--- src/rtl/one_by_n_seq.sv ---
// one_by_n_seq: sequential restoring divider producing the Q1.16 reciprocal
// of an 8-bit count n, one quotient bit per clock, with a start/done handshake.
// A zero divisor saturates to 0x1FFFF and raises div_by_zero.
// Optional build macro ONE_BY_N_ROUND_EN: bias the dividend by floor(n/2)
// for round-to-nearest; undefined gives truncation matching the OneByN lookup.
module one_by_n_seq (
   input  logic        clk,
   input  logic        rst_n,
   input  logic        start,
   input  logic [7:0]  n,
   output logic        busy,
   output logic        done,
   output logic [16:0] one_by_n,
   output logic        div_by_zero
);

   typedef enum logic [1:0] {
      IDLE = 2'd0,
      CALC = 2'd1,
      DONE = 2'd2
   } state_t;

   localparam logic [4:0]  LastStep  = 5'd16;
   localparam logic [16:0] OneQ16    = 17'h10000;
   localparam logic [16:0] Saturated = 17'h1FFFF;

   state_t      state;
   state_t      nextState;

   logic [7:0]  divisorReg;
   logic [16:0] dividendReg;
   logic [7:0]  remReg;
   logic [15:0] quotReg;
   logic [4:0]  bitCnt;

   logic        startAccept;
   logic        divisorZero;
   logic        lastStep;
   logic [8:0]  remShift;
   logic        remGeq;
   logic [7:0]  remNext;
   logic [16:0] quotNext;
   logic [16:0] dividendInit;

   assign startAccept = start && ((state == IDLE) || (state == DONE));
   assign divisorZero = (divisorReg == 8'd0);
   assign lastStep    = (bitCnt == LastStep);

   // One restoring step: shift the next dividend bit into the remainder and
   // subtract the divisor when it fits. The kept remainder is always below the
   // divisor, so eight bits hold it; the 8-bit subtraction is exact whenever
   // remGeq is set because the true difference is below 256.
   assign remShift = {remReg, dividendReg[16]};
   assign remGeq   = (remShift >= {1'b0, divisorReg});
   assign remNext  = remGeq ? (remShift[7:0] - divisorReg) : remShift[7:0];
   assign quotNext = {quotReg, remGeq};

`ifdef ONE_BY_N_ROUND_EN
   assign dividendInit = OneQ16 + {10'd0, n[7:1]};
`else
   assign dividendInit = OneQ16;
`endif

   assign busy = (state == CALC);
   assign done = (state == DONE);

   // State register.
   // NOTE: sequential state uses non-blocking assignments so every register
   // samples the pre-edge values regardless of statement order.
   always_ff @(posedge clk or negedge rst_n) begin
      if (!rst_n) begin
         state <= IDLE;
      end else begin
         state <= nextState;
      end
   end

   // Next-state logic. A zero divisor still spends one CALC cycle so its done
   // pulse lands one edge after acceptance rather than in the same cycle.
   always_comb begin
      // NOTE: default first so every path assigns nextState and no latch forms.
      nextState = state;
      unique case (state)
         IDLE: begin
            if (startAccept) nextState = CALC;
         end
         CALC: begin
            if (divisorZero || lastStep) nextState = DONE;
         end
         DONE: begin
            nextState = startAccept ? CALC : IDLE;
         end
         default: nextState = IDLE;
      endcase
   end

   // Datapath: capture operands on an accepted start, iterate in CALC, and
   // register the result (held until the next finished computation).
   always_ff @(posedge clk or negedge rst_n) begin
      if (!rst_n) begin
         divisorReg  <= '0;
         dividendReg <= '0;
         remReg      <= '0;
         quotReg     <= '0;
         bitCnt      <= '0;
         one_by_n    <= '0;
         div_by_zero <= 1'b0;
      end else if (startAccept) begin
         divisorReg  <= n;
         dividendReg <= dividendInit;
         remReg      <= '0;
         quotReg     <= '0;
         bitCnt      <= '0;
      end else if (state == CALC) begin
         if (divisorZero) begin
            one_by_n    <= Saturated;
            div_by_zero <= 1'b1;
         end else begin
            remReg      <= remNext;
            dividendReg <= {dividendReg[15:0], 1'b0};
            quotReg     <= quotNext[15:0];
            bitCnt      <= bitCnt + 5'd1;
            if (lastStep) begin
               one_by_n    <= quotNext;
               div_by_zero <= 1'b0;
            end
         end
      end
   end

endmodule
--- config.mk ---
export PLATFORM = sky130hd
export DESIGN_NAME = one_by_n_seq
export DESIGN_NICKNAME = d
export VERILOG_FILES = /design/src/rtl/one_by_n_seq.sv
export SDC_FILE = /design/constraint.sdc
export NUM_CORES = 1
export LEC_CHECK = 0
export ABC_AREA = 1
export CORE_UTILIZATION = 40
export CTS_BUF_LIST = sky130_fd_sc_hd__clkbuf_4 sky130_fd_sc_hd__clkbuf_8
export DETAILED_ROUTE_END_ITERATION = 6
export HOLD_SLACK_MARGIN = 0.06
export SLEW_MARGIN = 20
export SYNTH_ARGS = -nofsm -noshare
export SYNTH_HDL_FRONTEND = slang
export SYNTH_SLANG_ARGS = --single-unit
--- constraint.sdc ---
create_clock -name clk -period 2 [get_ports clk]
set_clock_uncertainty 0.1 [all_clocks]
set_input_delay 0.5 -clock clk [delete_from_list [all_inputs] [get_ports clk]]
set_output_delay 0.5 -clock clk [all_outputs]
set_load 0.03 [all_outputs]
==> flow_metrics.tcl <==
set metrics [dict create \
    status "complete, no violations" \
    cts_tree "built" \
    slew_viol_final 0 \
    tightest_slew_ps 406 \
    viasPerCell 4.76 \
    cts_sinks 58 \
    setup_ws_ps 99.5 \
    htreeDepth 3 \
    die_w_um 89.3 \
    wl_met1_mm 3.39 \
    dr_wl_met2_mm 2.70 \
    cp_max_fo 2 \
    design_area_mm2 0.00377 \
    wl_mm 6.42 \
    grt_use_total 0.181 \
    synthCells 344 \
    avgSynthCellArea_um2 8.87 \
    cap_violations 0 \
    synth_adder_area_share 0.0476 \
    clock_latency_ps 340 \
    synthMuxAreaShare 0 \
    dr_wl_met3_um 190 \
    hold_violations 0 \
    yosys_warnings 0 \
    hpwl_mm 4.53 \
    nNetsFinal 411 \
    path_buf_inv 2 \
    synth-compound-area-share 0.115 \
    antenna_found_initial 0 \
    num_rows 31 \
    cts_max_path_buffers 2 \
    grt_max_degree 59 \
    netlist_area_mm2 0.00305 \
    yosys.area_share.xor_xnor 0.0115 \
    synth_fp_nets 366 \
    setup-violations-final 0 \
    core_mm2 0.00733 \
    max_freq_ghz 0.526 \
    hold_start "one_by_n[2]" \
    area_delta_synth_final_pct 23.7 \
    slew_headroom 0.729 \
    r2r_slack_ps 100 \
    place.gp.congestion 0.910 \
    drc 0 \
    grt_pass1_wl_mm 10.7 \
    p_per_area_mw_per_mm2 1990 \
    grt-ovfl-total 0 \
    r2r_cells 9 \
    synth_cell_types 35 \
    r2r_start "divisorReg[0]" \
    period_needed_ps 1900 \
    dpl_cell_area_mm2 0.00349 \
    total_power_w 0.00749 \
    period_share 0.950 \
    die_h_um 89.3 \
    start_util 0.416 \
    min_path_type "flop to flop" \
    slowest_delay_ps 440 \
    ant_nets 0 \
    cp.arrival_ps 1300 \
    first_global_vias 2169 \
    top_layer "met4" \
    io_pins 31 \
    peakVddDrop_mv 0.869 \
    io_buffer_count 30 \
    ys_ff_latch 58 \
    crit_required_ps 1400 \
    synth-seq-area-share 0.476 \
    path_clk_slew_ps 70 \
    drive_above_1_share 0.206 \
    finalSetupTns_ps 0 \
    whs_endpoint "one_by_n[2]" \
    root_buffer "clkbuf_8" \
    synth-simple-area-share 0.261 \
    holdWs_ps 365 \
    cp-start-kind "flop" \
    dieArea_mm2 0.00798 \
    setup.worst_path.class "flop to primary output" \
    wl_per_cell_um 13.0 \
    insertedDiodeCount 0 \
    rsz0062_at_grt "yes" \
    leakage_nw 2.02 \
    r2r-end "remReg[4]" \
    cp-end-kind "primary output" \
    whs_path_depth 2 \
    slowest_stage "dfrtp_1" \
    drt-initial-drc-count 110 \
    crit_path_cell_trace "inv_1, nor2_1, dlygate4sd2_1" \
    synth_top_family_by_area "simple AND/OR/NAND/NOR gates" \
    crit_family "buffers and inverters" \
    firstDrtPassIters 4 \
    num_vias 2345 \
    cts_made_buffers 9 \
    pre_cts_ws_ps 108 \
]
layout make-up:
class | count | area, µm²
repair buffers | 41 | 417
fillers | 674 | 3560
clock buffers | 9 | 124
inverters | 54 | 208
well taps | 99 | 124
clock inverters | 7 | 101
flip-flops and latches | 58 | 1450
multi-input cells | 225 | 1350
placed cells by master (no fill, tap or decap), drive strengths merged:
| master | count |
|---|---|
| nor2 | 16 |
| dlygate4sd3 | 1 |
| a21oi | 7 |
| xnor2 | 2 |
| or2 | 1 |
| nor3 | 2 |
| nand2 | 108 |
| clkinvlp | 2 |
| clkbuf | 9 |
| xor2 | 2 |
| bufinv | 2 |
| nand4 | 5 |
| inv | 56 |
| dlygate4sd2 | 7 |
| clkinv | 1 |
| ha | 10 |
| dfrtp | 58 |
| o211ai | 2 |
| buf | 11 |
| o22ai | 15 |
| dlymetal6s2s | 13 |
| fa | 1 |
| o31ai | 1 |
| clkdlybuf4s50 | 9 |
| o21ai | 26 |
| nand3 | 27 |
per-layer routing:
metal	vias up	track usage
met4	0	0.0866
li1	1195	-
met2	46	0.251
met1	1095	0.267
met3	9	0.0379
met5	-	0
flip-flops by register name, indices dropped and copies added (netlist names):
register and cells:
bitCnt 5, div_by_zero 1, dividendReg 1, divisorReg 8
one_by_n 17, quotReg 16, remReg 8, state 2
through the flow:
stage,util,std cells
floorplan,-,344
global placement,0.476,474
detailed placement,0.476,474
CTS,0.506,491
global route,0.515,493
finish,0.515,493
cell families (layout without fill, tap and decap cells):
group | after synthesis | in the layout
AOI/OAI and AO/OA | 51 | 51
xor gates and xnor gates | 4 | 4
adders and majority gates | 11 | 11
buffers and inverters | 62 | 111
DFF | 58 | 58
and+or+nand+nor | 158 | 159
power by group:
part	internal [W]	leakage [nW]	switching, W
combinational	0.00161	1.18	0.00264
clock	0.000711	0.106	0.000526
sequential	0.00170	0.731	0.000302
how the worst max path moves through the flow:
stage	startpoint	endpoint	slack, ps	depth (start not counted)
after floorplan	divisorReg[0]	remReg[4]	300	9
after global placement	divisorReg[0]	remReg[4]	100	9
after detailed placement	divisorReg[0]	remReg[4]	110	9
after CTS	one_by_n[16]	one_by_n[16]	3	1
after global routing	divisorReg[0]	remReg[4]	-30	9
final	state[1]	done	100	3
worst min-delay path: stages, from the launching register on:
cell and delay (ps):
dfrtp_1 340, nand2_1 50, nand2_1 40
cells in the mapped netlist, drive strengths merged:
| library cell | count | area share |
|---|---|---|
| nand3 | 27 | 0.048 |
| o211ai | 2 | 0.0049 |
| o31ai | 1 | 0.0025 |
| nor2 | 15 | 0.040 |
| buf | 8 | 0.021 |
| o21ai | 26 | 0.044 |
| nor3 | 2 | 0.0049 |
| o22ai | 15 | 0.051 |
| xnor2 | 2 | 0.0057 |
| dfrtp | 58 | 0.48 |
| nand4 | 5 | 0.014 |
| or2 | 1 | 0.0021 |
| ha | 10 | 0.041 |
| inv | 54 | 0.068 |
| fa | 1 | 0.0066 |
| nand2 | 108 | 0.15 |
| a21oi | 7 | 0.013 |
| xor2 | 2 | 0.0057 |
timing repair:
item,4_1_cts,5_1_grt
hold buffers,1,0
pin swaps,0,1
gates resized for setup,7,15
endpoints found under the setup margin,7,22
endpoints found under the hold margin,42,0
buffers inserted,0,1
gates cloned,0,1
Power figures use the tool's default switching activity.
